## config.mk

```make
export PLATFORM = sky130hd
export DESIGN_NAME = tone_scheduler_flat
export DESIGN_NICKNAME = d
export VERILOG_FILES = /design/src/rtl/tone_scheduler_if.sv /design/src/rtl/tone_scheduler.sv /design/src/flat_wrapper.sv
export SDC_FILE = /design/constraint.sdc
export NUM_CORES = 1
export LEC_CHECK = 0
export BUFFER_PORTS_ARGS = -buffer_cell sky130_fd_sc_hd__buf_2
export CORE_MARGIN = 2
export CORE_UTILIZATION = 56
export DETAILED_ROUTE_END_ITERATION = 10
export PLACE_DENSITY_LB_ADDON = 0.1
export SLEW_MARGIN = 20
export SYNTH_ARGS = -nofsm -noshare
export SYNTH_HDL_FRONTEND = slang
export SYNTH_SLANG_ARGS = --single-unit
```

## constraint.sdc

```tcl
create_clock -name clk -period 4.3 [get_ports clk]
set_clock_uncertainty 0.2 [all_clocks]
set_input_delay 0.645 -clock clk [delete_from_list [all_inputs] [get_ports clk]]
set_output_delay 0.645 -clock clk [all_outputs]
set_load 0.005 [all_outputs]
```

## src/rtl/tone_scheduler_if.sv

```systemverilog
// Request/tone bundle between sound requesters and the tone scheduler.
interface tone_scheduler_if #(
  parameter int NUM_REQ = 4,
  parameter int DUR_W   = 10
);
  logic [NUM_REQ-1:0]       req;
  logic [2*NUM_REQ-1:0]     req_freq;
  logic [DUR_W*NUM_REQ-1:0] req_dur;
  logic                     abort;
  logic [NUM_REQ-1:0]       grant;
  logic [NUM_REQ-1:0]       done;
  logic [1:0]               freq;
  logic                     en;
  logic                     busy;

  modport master (
    output req, req_freq, req_dur, abort,
    input  grant, done, freq, en, busy
  );

  modport slave (
    input  req, req_freq, req_dur, abort,
    output grant, done, freq, en, busy
  );
endinterface

```

## src/rtl/tone_scheduler.sv

```systemverilog
// Round-robin sharing of one sine tone generator between sound requesters.
module tone_scheduler #(
  parameter int NUM_REQ     = 4,
  parameter int TICK_CYCLES = 100_000,
  parameter int DUR_W       = 10,
  parameter int GAP_TICKS   = 20
) (
  input  logic            clk,
  input  logic            rst,
  tone_scheduler_if.slave bus
);
  localparam int IW = $clog2(NUM_REQ);
  localparam int PW = (TICK_CYCLES > 1) ? $clog2(TICK_CYCLES) : 1;
  localparam int GW = (GAP_TICKS > 0) ? $clog2(GAP_TICKS + 1) : 1;
  localparam bit HAS_GAP = (GAP_TICKS > 0);
  localparam logic [PW-1:0] PRE_LD  = PW'(TICK_CYCLES - 1);
  localparam logic [GW-1:0] GAP_LD  = GW'(GAP_TICKS);
  localparam logic [IW-1:0] PTR_RST = IW'(NUM_REQ - 1);

  typedef enum logic [1:0] {
    IDLE,
    PLAY,
    GAP
  } state_t;

  state_t state_q, state_d;

  logic [IW-1:0]      ptr_q, ptr_d;
  logic [IW-1:0]      win_q, win_d;
  logic [PW-1:0]      pre_q, pre_d;
  logic [DUR_W-1:0]   rem_q, rem_d;
  logic [GW-1:0]      gap_q, gap_d;
  logic [NUM_REQ-1:0] grant_q, grant_d;
  logic [NUM_REQ-1:0] done_q, done_d;
  logic [1:0]         freq_q, freq_d;
  logic               en_q, en_d;
  logic               busy_q, busy_d;

  logic [IW-1:0]      pick;
  logic [IW-1:0]      cand;
  logic               pick_ok;
  logic [DUR_W-1:0]   pick_dur;
  logic [1:0]         pick_freq;
  logic               tick;

  assign tick = (pre_q == '0);

  // first pending request after the last winner, wrapping around
  always_comb begin
    pick    = ptr_q;
    cand    = ptr_q;
    pick_ok = 1'b0;
    for (int i = 1; i <= NUM_REQ; i++) begin
      cand = IW'((int'(ptr_q) + i) % NUM_REQ);
      if (!pick_ok && bus.req[cand]) begin
        pick_ok = 1'b1;
        pick    = cand;
      end
    end
  end

  assign pick_dur  = bus.req_dur[int'(pick)*DUR_W +: DUR_W];
  assign pick_freq = bus.req_freq[int'(pick)*2 +: 2];

  always_comb begin
    state_d = state_q;
    ptr_d   = ptr_q;
    win_d   = win_q;
    pre_d   = pre_q;
    rem_d   = rem_q;
    gap_d   = gap_q;
    grant_d = '0;
    done_d  = '0;
    freq_d  = freq_q;
    en_d    = en_q;
    unique case (state_q)
      IDLE: begin
        if (pick_ok) begin
          ptr_d         = pick;
          win_d         = pick;
          rem_d         = pick_dur;
          freq_d        = pick_freq;
          en_d          = |pick_dur;
          pre_d         = PRE_LD;
          grant_d[pick] = 1'b1;
          state_d       = PLAY;
        end
      end
      PLAY: begin
        pre_d = tick ? PRE_LD : pre_q - 1'b1;
        if (bus.abort || rem_q == '0 ||
            (tick && rem_q == DUR_W'(1))) begin
          en_d          = 1'b0;
          rem_d         = '0;
          done_d[win_q] = 1'b1;
          // a zero-length tone skips the gap unless it was aborted
          if (HAS_GAP && (bus.abort || rem_q != '0)) begin
            state_d = GAP;
            gap_d   = GAP_LD;
            pre_d   = PRE_LD;
          end else begin
            state_d = IDLE;
          end
        end else if (tick) begin
          rem_d = rem_q - 1'b1;
        end
      end
      GAP: begin
        pre_d = tick ? PRE_LD : pre_q - 1'b1;
        if (tick) begin
          if (gap_q <= GW'(1)) begin
            gap_d   = '0;
            state_d = IDLE;
          end else begin
            gap_d = gap_q - 1'b1;
          end
        end
      end
      default: begin
        state_d = IDLE;
        en_d    = 1'b0;
      end
    endcase
    busy_d = (state_d != IDLE);
  end

  always_ff @(posedge clk or posedge rst) begin
    if (rst) begin
      state_q <= IDLE;
      ptr_q   <= PTR_RST;
      win_q   <= '0;
      pre_q   <= '0;
      rem_q   <= '0;
      gap_q   <= '0;
      grant_q <= '0;
      done_q  <= '0;
      freq_q  <= '0;
      en_q    <= 1'b0;
      busy_q  <= 1'b0;
    end else begin
      state_q <= state_d;
      ptr_q   <= ptr_d;
      win_q   <= win_d;
      pre_q   <= pre_d;
      rem_q   <= rem_d;
      gap_q   <= gap_d;
      grant_q <= grant_d;
      done_q  <= done_d;
      freq_q  <= freq_d;
      en_q    <= en_d;
      busy_q  <= busy_d;
    end
  end

  assign bus.grant = grant_q;
  assign bus.done  = done_q;
  assign bus.freq  = freq_q;
  assign bus.en    = en_q;
  assign bus.busy  = busy_q;

endmodule

```

## src/flat_wrapper.sv

```systemverilog
// flat-port wrapper written by rule: the top's interface ports become plain ports
module tone_scheduler_flat 
#(
  parameter int NUM_REQ     = 4,
  parameter int TICK_CYCLES = 100_000,
  parameter int DUR_W       = 10,
  parameter int GAP_TICKS   = 20
)
  (clk, rst, bus_req, bus_req_freq, bus_req_dur, bus_abort, bus_grant, bus_done, bus_freq, bus_en, bus_busy);
  tone_scheduler_if #(.NUM_REQ(NUM_REQ), .DUR_W(DUR_W)) bus_i ();
  input  logic clk;
  input  logic rst;
  input wire logic [$bits(bus_i.req)-1:0] bus_req;
  input wire logic [$bits(bus_i.req_freq)-1:0] bus_req_freq;
  input wire logic [$bits(bus_i.req_dur)-1:0] bus_req_dur;
  input wire logic [$bits(bus_i.abort)-1:0] bus_abort;
  output wire logic [$bits(bus_i.grant)-1:0] bus_grant;
  output wire logic [$bits(bus_i.done)-1:0] bus_done;
  output wire logic [$bits(bus_i.freq)-1:0] bus_freq;
  output wire logic [$bits(bus_i.en)-1:0] bus_en;
  output wire logic [$bits(bus_i.busy)-1:0] bus_busy;
  assign bus_i.req = bus_req;
  assign bus_i.req_freq = bus_req_freq;
  assign bus_i.req_dur = bus_req_dur;
  assign bus_i.abort = bus_abort;
  assign bus_grant = bus_i.grant;
  assign bus_done = bus_i.done;
  assign bus_freq = bus_i.freq;
  assign bus_en = bus_i.en;
  assign bus_busy = bus_i.busy;
  tone_scheduler #(.NUM_REQ(NUM_REQ), .TICK_CYCLES(TICK_CYCLES), .DUR_W(DUR_W), .GAP_TICKS(GAP_TICKS)) u_core (.clk(clk), .rst(rst), .bus(bus_i));
endmodule
```

==> results.sh, run 1 <==
export IMPL_post_drt_wl_per_cell_um=16.2
export IMPL_p_sw_mw=1.27
export IMPL_area_growth_pct=12.2
export IMPL_layout_drive_gt1_share=0.235
export IMPL_slew_headroom=0.391
export IMPL_synth_ff_latch_count=50
export IMPL_cpPeakStageDelay_ns=0.63
export IMPL_cts_sinks=50
export IMPL_nets=506
export IMPL_worstMarginPinSlew_ns=0.910
export IMPL_post_route_period_util=0.703
export IMPL_path_clk_slew_ns=0.10
export IMPL_fin_cells=517
export IMPL_place_gp_congestion=0.849
export IMPL_cts_tree="done"
export IMPL_pin_count=67
export IMPL_critPathMaxFanout=16
export IMPL_grt_usage=0.264
export IMPL_antenna_cells=0
export IMPL_seq_area_frac_synth=0.365
export IMPL_synthMuxAreaShare=0.0226
export IMPL_grt_overflow=0
export IMPL_synth_largest_area_cell="dfrtp_1"
export IMPL_synth_edf_count=0
export IMPL_drv_slew=0
export IMPL_cts_buffer_depth=2
export IMPL_clock_latency_ns=0.31
export IMPL_die_width_um=82.3
export IMPL_cts_root_buf="clkbuf_8"
export IMPL_vias=3203
export IMPL_coreArea_sq_um=5920
export IMPL_max_freq_mhz=331
export IMPL_crit_path_top_delay_cell="a31oi_2"
export IMPL_port_buffers=66
export IMPL_grt_pass1_vias=3037
export IMPL_synth_xor_area_share=0
export IMPL_ant_nets=0
export IMPL_hold_viol=0
export IMPL_crit_arrival_ns=3.02
export IMPL_grt_first_pass_wirelength_um=13800
export IMPL_cts_hold_buf=0
export IMPL_dieArea_sq_um=6770
export IMPL_dp_hpwl_um=6230
export IMPL_worst_hold_slack_ns=0.269
export IMPL_final_setup_tns_ns=0
export IMPL_finalInstanceArea_sq_um=3850
export IMPL_p_leak_nw=1.67
export IMPL_totalWireLength_um=8350
export IMPL_hold_class="in2async"
export IMPL_setup_viol=0
export IMPL_synth_main_ff_cell="dfrtp_1"
export IMPL_syn_area_sq_um=3430
export IMPL_cp_cell_sequence="inv_1 > ha_1 > nor3b_1 > nand3_1 > a31oi_2 > o21ai_0 > a22o_1"
export IMPL_postSynthNetCount=450
export IMPL_max_cap_viol_count=0
export IMPL_critPathKind="reg2reg"
export IMPL_switching_share=0.475
export IMPL_cp_required_ns=4.30
export IMPL_pwr_share_clk=0.105
export IMPL_yosysUniqueCellTypes=63
export IMPL_cts_buffers=5
export IMPL_start_kind="register"
export IMPL_die_y_um=82.3
export IMPL_synth_top_family_by_area="compound AO/OA/AOI/OAI gates"
export IMPL_p_int_mw=1.40
export IMPL_status="complete, no violations"
export IMPL_antenna_found_initial=0
export IMPL_synth_top_area_frac=0.350
export IMPL_synth_compound_area_share=0.287
export IMPL_p_comb_frac=0.578
export IMPL_synth_area_top_cells="dfrtp_1 35%, a21oi_1 4.2%, o31a_1 4.1%"
export IMPL_async_flop_share=1.00
export IMPL_yosysWarnings=0
export IMPL_synthSimpleGateAreaFrac=0.242
export IMPL_p_seq_frac=0.317
export IMPL_post_cts_buffers=0
export IMPL_grt_max_degree=51
export IMPL_rsz0062_at_grt="no"
export IMPL_dpl_cell_area_sq_um=3760
export IMPL_post_cts_resized=0
export IMPL_h_tree_depth=2
export IMPL_avgSynthCellArea_sq_um=8.92
export IMPL_multi_input_area_sq_um=2020
export IMPL_netlist_instances=385
export IMPL_row_count=28
export IMPL_drc_errors=0
export IMPL_worstSetupEndpointType="register"
export IMPL_dp_cells=509
export IMPL_dr_pass1_iters=4
export IMPL_detail_route_iter0_violations=126
export IMPL_nFillCells=504
export IMPL_regArea_sq_um=1250
export IMPL_period_needed_ns=3.02
export IMPL_vias_per_cell=6.20
export IMPL_ir_drop_mv=0.403
export IMPL_start_util=0.580
export IMPL_synth_fa_ha_area_frac=0.0364
export IMPL_pwr_density_cell_nw_per_um2=694
## final timing paths
kind | slack [ns] | end | startpoint | cells past startpoint
max in group asynchronous | 3.12 | u_core.rem_q[9]$_DFFE_PP0P_ | rst | 2
worst max register to register | 1.28 | u_core.rem_q[5]$_DFFE_PP0P_ | u_core.rem_q[0]$_DFFE_PP0P_ | 7
worst min-delay path | 0.27 | u_core.gap_q[2]$_DFFE_PP0P_ | rst | 2
min in group clk | 0.28 | u_core.rem_q[9]$_DFFE_PP0P_ | u_core.rem_q[9]$_DFFE_PP0P_ | 2
worst min register to register | 0.28 | u_core.rem_q[9]$_DFFE_PP0P_ | u_core.rem_q[9]$_DFFE_PP0P_ | 2
worst max-delay path | 1.28 | u_core.rem_q[5]$_DFFE_PP0P_ | u_core.rem_q[0]$_DFFE_PP0P_ | 7
## final cells by class
class | count | area share
repair buffers | 66 | 0.0858
clock inverters | 3 | 0.00552
flip-flops and latches | 50 | 0.326
clock buffers | 5 | 0.0179
multi-input cells | 302 | 0.525
inverters | 16 | 0.0159
well taps | 75 | 0.0244
## cell usage after synthesis (all sizes together) (3+ instances only)
cell and count:
a211oi 17, a21o 3, a21oi 30, a22o 5, a31oi 3, and3 3
and4 3, buf 10, clkbuf 7, dfrtp 48, ha 10, inv 16
nand2 25, nand2b 8, nand3 17, nor2 35, nor2b 5, nor3 16
nor3b 4, nor4 9, o21a 5, o21ai 36, o22a 5, o22ai 4
o31a 16, o31ai 6, o32ai 5, o41ai 3, or2 4, or3 5
or4 3
## cell usage in the layout (no fill, tap or decap), types with 3 or more instances in the layout
master / instances
a211oi_1: 17
a21o_1: 3
a21oi_1: 29
a22o_1: 5
and3_1: 3
and4_1: 3
buf_2: 66
clkbuf_8: 5
dfrtp_1: 48
ha_1: 10
inv_1: 15
nand2_1: 24
nand2b_1: 8
nand3_1: 16
nor2_1: 34
nor2b_1: 5
nor3_1: 13
nor3b_1: 4
nor4_1: 6
o21a_1: 4
o21ai_0: 25
o21ai_1: 10
o22a_1: 5
o22ai_1: 4
o31a_1: 16
o31ai_1: 5
o32ai_1: 5
o41ai_1: 3
or3_1: 5
## worst max-delay path, delay by kind of cell (launching register included)
| kind | cells | cell delay, ns |
|---|---|---|
| AND/OR/NAND/NOR | 2 | 0.85 |
| adder cells (fa/ha/maj) | 1 | 0.28 |
| AO/OA/AOI/OAI | 3 | 1.06 |
| flip-flops | 1 | 0.41 |
| buffers and inverters | 1 | 0.12 |
## kinds of logic (layout without fill, tap and decap cells)
kind of cell | after synthesis | after routing
AO/OA/AOI/OAI | 144 | 144
flip-flops | 50 | 50
buffers and inverters | 33 | 90
multiplexers | 5 | 5
AND/OR/NAND/NOR | 143 | 143
adder cells (fa/ha/maj) | 10 | 10
## power groups by stage
stage	registers [mW]	clock network (mW)	logic, mW
3_3_place_gp	0.843	0	1.49
4_1_cts	0.842	0.280	1.54
5_1_grt	0.875	0.304	1.73
2_1_floorplan	0.808	0	1.24
6_report	0.846	0.281	1.55
3_5_place_dp	0.851	0	1.53
## layer usage
layer,wire length [um],vias to the layer above,part of all wire,GRT usage
met2,4170,101,0.50,0.467
met4,95,0,0.011,0.0683
li1,-,1576,-,-
met5,0,-,0,0
met3,416,9,0.050,0.0402
met1,3670,1517,0.44,0.337
## flip-flops by register name, summed over array words and instances, names as in the netlist
register          cells
u_core.bus.busy       1
u_core.bus.freq       2
u_core.bus.done       4
u_core.rem_q         10
u_core.win_q          2
u_core.gap_q          5
u_core.bus.en         1
u_core.state_q        2
u_core.ptr_q          2
u_core.pre_q         17
u_core.bus.grant      4
## through the flow
stage / power, mW / utilization / setup slack (ns)
floorplan: 2.05 / - / 1.75
global placement: 2.34 / 0.634 / 1.14
detailed placement: 2.39 / 0.634 / 1.09
CTS: 2.67 / 0.650 / 1.27
global route: 2.91 / 0.650 / 1.05
finish: 2.67 / 0.650 / 1.28
Note: power is estimated with default switching activity, not from simulation.
==> inputs of run 2 (changes only) <==
clock period = 3.16 ns   (was 4.3 ns; I/O delays follow)
==> run 2 against run 1 <==
Net effect:
- the flow now finishes with violations (hold timing)
- register-to-register slack worse by 0.87 ns
- routed wire length is 1.9% higher
- global-route usage is 0.66 points lower
- critical path type unchanged
- via count is 3.1% higher
- clock power is 67% higher
- combinational power is 40% higher
- non-clock buffer count is 10 higher
- largest cell class unchanged
- utilization is 1.6 points higher
- setup slack worse by 0.87 ns
- first-iteration DRC count is 78% higher
- clock-buffer cell count stayed put
- die area stayed put
- highest routed layer unchanged
==> results.sh, run 2 (synthesis results as in run 1) <==
export IMPL_antenna_found_initial=0
export IMPL_period_needed_ns=2.75
export IMPL_most_common_layout_cells="66 x buf_2, 48 x dfrtp_1, 34 x nor2_1, 29 x a21oi_1, 25 x o21ai_0"
export IMPL_clock_latency_ns=0.31
export IMPL_post_route_period_util=0.870
export IMPL_vias=3302
export IMPL_post_cts_buffers=0
export IMPL_nets=516
export IMPL_post_cts_resized=0
export IMPL_critPathKind="reg2reg"
export IMPL_max_cap_viol_count=0
export IMPL_largest_reg_flops=17
export IMPL_critPathMaxFanout=18
export IMPL_grt_first_pass_wirelength_um=13700
export IMPL_post_drt_wl_per_cell_um=16.1
export IMPL_layout_drive_gt1_share=0.250
export IMPL_grt_util_met2=0.450
export IMPL_ir_drop_mv=0.529
export IMPL_reg2reg_slack_ns=0.41
export IMPL_dp_cells=519
export IMPL_max_freq_mhz=364
export IMPL_nFillCells=482
export IMPL_worstSetupStartpoint="u_core.ptr_q[0]$_DFFE_PP1P_"
export IMPL_use_met3=0.0446
export IMPL_start_util=0.580
export IMPL_regMostFlops="u_core.pre_q"
export IMPL_final_setup_tns_ns=0
export IMPL_die_width_um=82.3
export IMPL_fin_cells=527
export IMPL_slew_headroom=0.453
export IMPL_ant_nets=0
export IMPL_p_leak_nw=1.73
export IMPL_drv_slew=0
export IMPL_grt_pass1_vias=3019
export IMPL_regArea_sq_um=1250
export IMPL_row_count=28
export IMPL_h_tree_depth=2
export IMPL_hold_viol=11
export IMPL_detail_route_iter0_violations=224
export IMPL_hold_class="in2async"
export IMPL_grt_overflow=0
export IMPL_cts_buffers=5
export IMPL_drc_errors=0
export IMPL_worstSetupEndpointType="register"
export IMPL_layout_commonest_cell="buf_2"
export IMPL_dp_hpwl_um=6480
export IMPL_setup_viol=0
export IMPL_worstMarginPinSlew_ns=0.820
export IMPL_path_clk_slew_ns=0.10
export IMPL_pin_count=67
export IMPL_dieArea_sq_um=6770
export IMPL_cp_required_ns=3.19
export IMPL_grt_usage=0.258
export IMPL_multi_input_area_sq_um=2020
export IMPL_antenna_cells=0
export IMPL_crit_arrival_ns=2.78
export IMPL_rr_startpoint="u_core.ptr_q[0]$_DFFE_PP1P_"
export IMPL_r2r_cells=8
export IMPL_area_growth_pct=14.9
export IMPL_dr_pass1_iters=5
export IMPL_coreArea_sq_um=5920
export IMPL_totalWireLength_um=8510
export IMPL_vias_per_cell=6.27
export IMPL_grt_util_met1=0.333
export IMPL_cts_hold_buf=0
export IMPL_grt_max_degree=27
export IMPL_rsz0062_at_grt="no"
export IMPL_cts_tree="done"
export IMPL_status="finished with violations"
export IMPL_reg_top3="u_core.pre_q (17), u_core.rem_q (10), u_core.gap_q (5)"
export IMPL_setup_worst_path_end="u_core.bus.en$_DFFE_PP0P_"
export IMPL_post_route_util=0.666
export IMPL_cts_buffer_depth=2
export IMPL_grt_busiest_layer="met2"
export IMPL_pwr_density_cell_nw_per_um2=961
export IMPL_violations="hold timing"
export IMPL_die_y_um=82.3
export IMPL_r2r_end="u_core.bus.en$_DFFE_PP0P_"
export IMPL_port_buffers=66
export IMPL_cts_root_buf="clkbuf_8"
export IMPL_worst_hold_slack_ns=-0.0163
export IMPL_cts_sinks=50
export IMPL_place_gp_congestion=0.882
export IMPL_start_kind="register"
## run 2: worst min-delay path by stage
stage | startpoint | to | slack, ns | cells after the start
floorplan | u_core.rem_q[9]$_DFFE_PP0P_ | u_core.rem_q[9]$_DFFE_PP0P_ | 0.24 | 2
global placement | u_core.rem_q[9]$_DFFE_PP0P_ | u_core.rem_q[9]$_DFFE_PP0P_ | 0.26 | 2
detailed placement | u_core.rem_q[9]$_DFFE_PP0P_ | u_core.rem_q[9]$_DFFE_PP0P_ | 0.26 | 2
CTS | rst | u_core.gap_q[1]$_DFFE_PP0P_ | 0.01 | 2
global route | rst | u_core.gap_q[1]$_DFFE_PP0P_ | 0.02 | 2
finish | rst | u_core.gap_q[1]$_DFFE_PP0P_ | -0.02 | 2
## run 2: layer usage
layer	vias to the layer above	wire, um
met5	-	0
met3	11	514
li1	1591	-
met4	0	81
met2	127	4150
met1	1573	3760
## run 2: critical path, stage by stage, from the launching register on
cell and delay (ns):
dfstp_2 0.58, nor2b_1 0.07, o21a_2 0.32, nor3_4 0.60
buf_4 0.27, nand3_1 0.08, and4_1 0.24, and4bb_1 0.20
a21oi_1 0.13
## run 2: final cells by class
| type | instances | share of cell area |
|---|---|---|
| clock inverters | 3 | 0.0111 |
| well taps | 75 | 0.0238 |
| clock buffers | 5 | 0.0174 |
| repair buffers | 76 | 0.103 |
| multi-input cells | 302 | 0.512 |
| flip-flops and latches | 50 | 0.318 |
| inverters | 16 | 0.0152 |
## run 2: per-stage QoR
stage	power [mW]	hold WS (ns)	setup slack [ns]	cell area, sq um
2_1_floorplan	2.79	0.237	0.778	3430
3_3_place_gp	3.25	0.258	0.341	3830
3_5_place_dp	3.31	0.261	0.312	3830
4_1_cts	3.78	0.0139	0.412	3940
5_1_grt	4.09	0.0222	0.181	3940
6_report	3.79	-0.0163	0.410	3940
## run 2: report_power, final
part           internal (mW)  total [mW]  switching (mW)
Sequential             0.899        1.15           0.253
Clock                  0.238       0.468           0.230
Combinational          0.914        2.17            1.26
Total                   2.05        3.79            1.74
